===== src/rtl/uart_pkg.sv =====
// Shared types and helpers for the UART transmit arbiter: FSM states,
// the lost-busy guard length and the round-robin pick function.
package uart_pkg;

    typedef enum logic [1:0] {
        IDLE,
        SEND,
        WAIT_BUSY,
        WAIT_DONE
    } arb_state_t;

    localparam int BUSY_WAIT_MAX = 4;
    localparam int MAX_REQ       = 4;

    // First set bit of valid searching upward from last+1, wrapping at n.
    function automatic logic [1:0] rr_pick(
        input logic [MAX_REQ-1:0] valid,
        input logic [1:0]         last,
        input int                 n
    );
        logic [1:0] pick;
        logic [1:0] cand;
        logic       found;
        pick  = 2'd0;
        found = 1'b0;
        for (int k = 1; k <= MAX_REQ; k++) begin
            cand = 2'((int'(last) + k) % n);
            if (k <= n && !found && valid[cand]) begin
                pick  = cand;
                found = 1'b1;
            end
        end
        return pick;
    endfunction

endpackage


===== src/rtl/rr_arbiter.sv =====
// Combinational round-robin picker; zero latency, no state.
// Callers hold valid until granted; last_grant sets the lowest priority.
module rr_arbiter
    import uart_pkg::*;
#(
    parameter int NUM_REQ = 2
) (
    input  logic [NUM_REQ-1:0] valid,
    input  logic [1:0]         last_grant,
    output logic [1:0]         idx,
    output logic               any
);

    logic [MAX_REQ-1:0] valid_pad;

    assign valid_pad = MAX_REQ'(valid);
    assign idx       = rr_pick(valid_pad, last_grant, NUM_REQ);
    assign any       = |valid;

endmodule


===== src/rtl/uart_tx_arbiter.sv =====
// Packet-granular round-robin share of one uart_tx; 1-cycle arbitration, one byte per frame + 3 clk.
// req_ready is combinational and only ever high for the granted requester while tx_busy is low.
module uart_tx_arbiter
    import uart_pkg::*;
#(
    parameter int NUM_REQ   = 2,
    parameter int STALL_MAX = 1000000,
    parameter int CNT_W     = 16
) (
    input  logic                 clk,
    input  logic                 rst,
    input  logic [NUM_REQ-1:0]   req_valid,
    input  logic [8*NUM_REQ-1:0] req_data,
    input  logic [NUM_REQ-1:0]   req_last,
    output logic [NUM_REQ-1:0]   req_ready,
    output logic                 tx_en,
    output logic [7:0]           tx_data,
    input  logic                 tx_busy,
    output logic                 grant_valid,
    output logic [1:0]           grant_id,
    output logic                 stall_err,
    output logic [CNT_W-1:0]     bytes_sent
);

    localparam int                 STALL_W    = (STALL_MAX > 2) ? $clog2(STALL_MAX) : 1;
    localparam logic [STALL_W-1:0] STALL_LAST = STALL_W'(STALL_MAX - 1);
    localparam int                 BUSY_W     = $clog2(BUSY_WAIT_MAX);
    localparam logic [BUSY_W-1:0]  BUSY_LAST  = BUSY_W'(BUSY_WAIT_MAX - 1);
    localparam logic [1:0]         LAST_INIT  = 2'(NUM_REQ - 1);

    arb_state_t         state;
    arb_state_t         state_next;
    logic [1:0]         last_grant;
    logic               last_r;
    logic [STALL_W-1:0] stall_cnt;
    logic [BUSY_W-1:0]  busy_cnt;

    logic [1:0]         arb_idx;
    logic               arb_any;
    logic               sel_valid;
    logic               sel_last;
    logic [7:0]         sel_data;
    logic               handshake;
    logic               stall_hit;
    logic               release_grant;

    rr_arbiter #(
        .NUM_REQ (NUM_REQ)
    ) u_rr (
        .valid      (req_valid),
        .last_grant (last_grant),
        .idx        (arb_idx),
        .any        (arb_any)
    );

    always_comb begin
        sel_valid = 1'b0;
        sel_last  = 1'b0;
        sel_data  = '0;
        for (int i = 0; i < NUM_REQ; i++) begin
            if (grant_id == 2'(i)) begin
                sel_valid = req_valid[i];
                sel_last  = req_last[i];
                sel_data  = req_data[8*i +: 8];
            end
        end
    end

    always_ff @(posedge clk) begin
        if (rst) begin
            state <= IDLE;
        end else begin
            state <= state_next;
        end
    end

    always_comb begin
        state_next    = state;
        handshake     = 1'b0;
        stall_hit     = 1'b0;
        release_grant = 1'b0;
        req_ready     = '0;
        case (state)
            IDLE: begin
                if (arb_any) begin
                    state_next = SEND;
                end
            end
            SEND: begin
                if (sel_valid && !tx_busy) begin
                    handshake  = 1'b1;
                    state_next = WAIT_BUSY;
                    for (int i = 0; i < NUM_REQ; i++) begin
                        req_ready[i] = (grant_id == 2'(i));
                    end
                end else if (stall_cnt == STALL_LAST) begin
                    stall_hit     = 1'b1;
                    release_grant = 1'b1;
                    state_next    = IDLE;
                end
            end
            // A tx_en lost inside uart_tx would otherwise park us here forever.
            WAIT_BUSY: begin
                if (tx_busy || busy_cnt == BUSY_LAST) begin
                    state_next = WAIT_DONE;
                end
            end
            WAIT_DONE: begin
                if (!tx_busy) begin
                    if (last_r) begin
                        release_grant = 1'b1;
                        state_next    = IDLE;
                    end else begin
                        state_next = SEND;
                    end
                end
            end
            default: state_next = IDLE;
        endcase
    end

    always_ff @(posedge clk) begin
        if (rst) begin
            tx_en       <= 1'b0;
            tx_data     <= '0;
            grant_valid <= 1'b0;
            grant_id    <= '0;
            stall_err   <= 1'b0;
            bytes_sent  <= '0;
            last_grant  <= LAST_INIT;
            last_r      <= 1'b0;
            stall_cnt   <= '0;
            busy_cnt    <= '0;
        end else begin
            tx_en     <= handshake;
            stall_err <= stall_hit;
            if (state == IDLE && arb_any) begin
                grant_valid <= 1'b1;
                grant_id    <= arb_idx;
            end
            if (release_grant) begin
                grant_valid <= 1'b0;
                last_grant  <= grant_id;
            end
            if (handshake) begin
                tx_data    <= sel_data;
                last_r     <= sel_last;
                bytes_sent <= bytes_sent + CNT_W'(1);
            end
            if (state == SEND && !handshake && !stall_hit) begin
                stall_cnt <= stall_cnt + STALL_W'(1);
            end else begin
                stall_cnt <= '0;
            end
            if (state == WAIT_BUSY && state_next == WAIT_BUSY) begin
                busy_cnt <= busy_cnt + BUSY_W'(1);
            end else begin
                busy_cnt <= '0;
            end
        end
    end

endmodule


===== config.mk =====
export PLATFORM = sky130hd
export DESIGN_NAME = uart_tx_arbiter
export DESIGN_NICKNAME = d
export VERILOG_FILES = /design/src/rtl/uart_pkg.sv /design/src/rtl/rr_arbiter.sv /design/src/rtl/uart_tx_arbiter.sv
export SDC_FILE = /design/constraint.sdc
export NUM_CORES = 1
export LEC_CHECK = 0
export ABC_CLOCK_PERIOD_IN_PS = 4900
export CAP_MARGIN = 20
export CORE_AREA = 2 2 69 120
export CTS_CLUSTER_DIAMETER = 40
export DETAILED_ROUTE_END_ITERATION = 8
export DIE_AREA = 0 0 71 122
export GPL_TIMING_DRIVEN = 0
export PLACE_DENSITY = 0.61
export SLEW_MARGIN = 20
export SYNTH_ARGS = -nofsm -noshare
export SYNTH_HDL_FRONTEND = slang
export SYNTH_SLANG_ARGS = --single-unit

===== constraint.sdc =====
create_clock -name clk -period 4.9 [get_ports clk]
set_clock_uncertainty 0.15 [all_clocks]
set_input_delay 0.49 -clock clk [delete_from_list [all_inputs] [get_ports clk]]
set_output_delay 0.49 -clock clk [all_outputs]
set_load 0.02 [all_outputs]

==> metrics.yaml <==
status:
  status: "finished clean"
job:
  maxCapViolCount: 0
cells_and_area:
  syn2layout_area_growth_pct: 32.4
  post-route-util_pct: 40.4
  nets: 341
  layout-drive-gt1-share_pct: 5.70
  antenna_cells: 0
worst_setup_path:
  cp_slowest_stage_delay_ps: 600
  path_cells: "clkdlybuf4s50_1, or3b_1, buf_6, nor2_2, buf_2, and2_1, clkdlybuf4s50_1"
  reg2reg_from: "stall_cnt[0]"
  arrival_ps: 2850
  crit_start: "tx_busy"
  start_kind: "input port"
  crit_path_max_fanout: 10
  cp_common_cell: "clkdlybuf4s50_1"
  crit_type: "in -> out"
  crit_required_ps: 4260
  slowest_stage: "clkdlybuf4s50_1"
  endpoint_kind: "primary output"
synth:
  synth_top_family_by_area: "simple AND/OR/NAND/NOR gates"
  yosysSeqAreaShare_pct: 45.4
  synth_warnings: 0
  synthTopCellsByArea: "dfxtp_1 45%, xor2_1 8.5%, nor2_1 8.4%"
  syn_area_sq_mm: 0.00238
  synth-xor-area-share_pct: 12.2
  ys_ff_latch: 54
  synth_cell_types: 41
  synth_compound_area_share_pct: 4.94
  synth_top_area_cell: "dfxtp_1"
  synth_nets: 283
  postSynthAreaPerCell_sq_um: 9.25
  yosys.area_share.simple_pct: 27.1
  yosysTopAreaCellShare_pct: 45.4
  synthAdderAreaFrac_pct: 1.58
  synth_cells: 257
  muxShareOfSynthArea_pct: 5.58
drt:
  routedWlPerCell_um: 13.4
  dr_total_vias: 1952
  drc: 0
  firstDrtPassIters: 4
  drtAntennaViolNets: 0
  avgViaCountPerCell: 4.81
  drt_wl_total_um: 5430
  drt_iter0_markers: 40
global_routing:
  grt_pass1_wl_um: 8970
  grt_pass1_vias: 1897
  grtUsageTotal_pct: 13.2
  grt_remaining_overflow: 0
  antenna_found_initial: 0
  grt_max_degree: 16
sta:
  hold_viol: 0
  report.final.slew_viol_count: 0
  fin_crit_sh_pct: 71.3
  worst_slew_pin_slew_ps: 629
  rsz0062_at_grt: "false"
  max_freq_ghz: 0.286
  period_minus_slack_ps: 3490
  tns_ps: 0
  setup_viol: 0
  relSlewSlack_pct: 58.1
cts:
  h-tree-depth: 2
  clk_path_buf_depth: 2
  hold_buffers: 0
  cts_tree: "yes"
  clock-root-buffer: "clkbuf_16"
  cts_setup_buffers: 0
  clk_latency_ps: 290
  cts.sinks: 54
  clk_pin_slew_worst_paths_ps: 60
  cts_buffers: 5
  post_cts_resized: 0
power_and_ir_drop:
  p_leak_nw: 1.08
  powerDensity_mw_per_mm2: 290
  ir_drop_mv: 0.202
floorplanning:
  ios: 54
  num_rows: 43
  core_sq_mm: 0.00780
  start_util_pct: 30.5
  die_x_um: 71
  die_area_sq_mm: 0.00866
  die_h_um: 122
placement:
  dp.final_hpwl_um: 4110
  gp_congestion: 0.771
  port-buffer-count: 51
min_path:
  min_path_type: "reg -> reg"
  hold_path_startpoint: "busy_cnt[0]"
[critical path: cells and delay by family]
family | cells | cell delay (ps)
AND/OR/NAND/NOR | 3 | 790
buffers and inverters | 4 | 1560
[layer usage]
metal | routed length (um) | track usage, % | part of all wire [%] | vias up
li1 | - | - | - | 997
met1 | 2160 | 13.4 | 40 | 922
met2 | 2980 | 25.1 | 55 | 25
met3 | 166 | 2.73 | 3.1 | 8
met4 | 127 | 6.13 | 2.3 | 0
met5 | 0 | 0 | 0 | -
[synthesized netlist by cell type (all sizes together)]
cell     n
a211o    1
o22ai    1
o21ai    2
conb     1
dfxtp   54
or2      1
a211oi   9
nor2    54
nor4     2
mux2i   12
a21oi    2
buf      7
or3b     1
and4b    1
ha       3
nor2b    3
a31oi    1
xor2    23
nand3b   1
a32oi    1
and2     3
clkbuf   5
nand3   15
nand2b   2
nor4b    5
and3     3
and4     4
inv      1
xnor2   10
nor3     6
nor4bb   1
nand2   14
nand4    8
[through the flow]
stage	cell area [sq um]	instances	worst slack [ps]	hold WS [ps]	total power, mW
3_5_place_dp	3000	398	1410	283	0.569
2_1_floorplan	2380	257	2630	254	0.522
4_1_cts	3150	406	1390	293	0.928
6_report	3150	406	1410	288	0.913
5_1_grt	3150	406	1290	312	0.950
3_3_place_gp	3000	398	1400	265	0.567
[registers in the layout, summed over array words and instances, names as in the netlist, 2 cells and up]
| register | count |
|---|---|
| busy_cnt | 2 |
| bytes_sent | 16 |
| stall_cnt | 20 |
| state | 2 |
| tx_data | 8 |
[final timing paths]
kind | end | slack, ps | depth (start not counted)
worst min register to register | busy_cnt[0] | 290 | 1
worst min-delay path | busy_cnt[0] | 290 | 1
worst max-delay path | req_ready[1] | 1410 | 7
worst max register to register | stall_cnt[7] | 2500 | 7
[power by group]
group | total [mW] | leakage (nW) | internal [mW] | switching, mW
registers | 0.456 | 0.437 | 0.448 | 0.00735
logic | 0.101 | 0.572 | 0.0497 | 0.0518
clock network | 0.356 | 0.0739 | 0.203 | 0.153
total | 0.913 | 1.08 | 0.701 | 0.212
[layout by cell type, fill, tap and decap left out, types with 8 or more instances in the layout]
master	netlist	layout
dfxtp_1	54	54
nand4_1	8	8
nand3_1	15	15
clkdlybuf4s50_1	0	51
xor2_1	23	23
nand2_1	14	14
xnor2_1	10	10
mux2i_1	11	11
a211oi_1	9	9
nor2_1	53	53
[layout make-up]
| class | instances | area (sq um) |
|---|---|---|
| buffer | 12 | 67.6 |
| clock buffer | 7 | 143 |
| clock inverter | 1 | 5.00 |
| fill | 761 | 4650 |
| inverter | 1 | 3.75 |
| multi-input combinational | 190 | 1230 |
| sequential | 54 | 1080 |
| tap | 90 | 113 |
| timing repair buffer | 51 | 510 |
[logic make-up after synthesis]
kind of cell             Yosys count
AO/OA/AOI/OAI                     17
AND/OR/NAND/NOR                  124
adder cells (fa/ha/maj)            3
multiplexers                      12
XOR/XNOR                          33
flip-flops                        54
other                              1
buffers and inverters             13
Note: power is estimated with default switching activity, not from simulation.
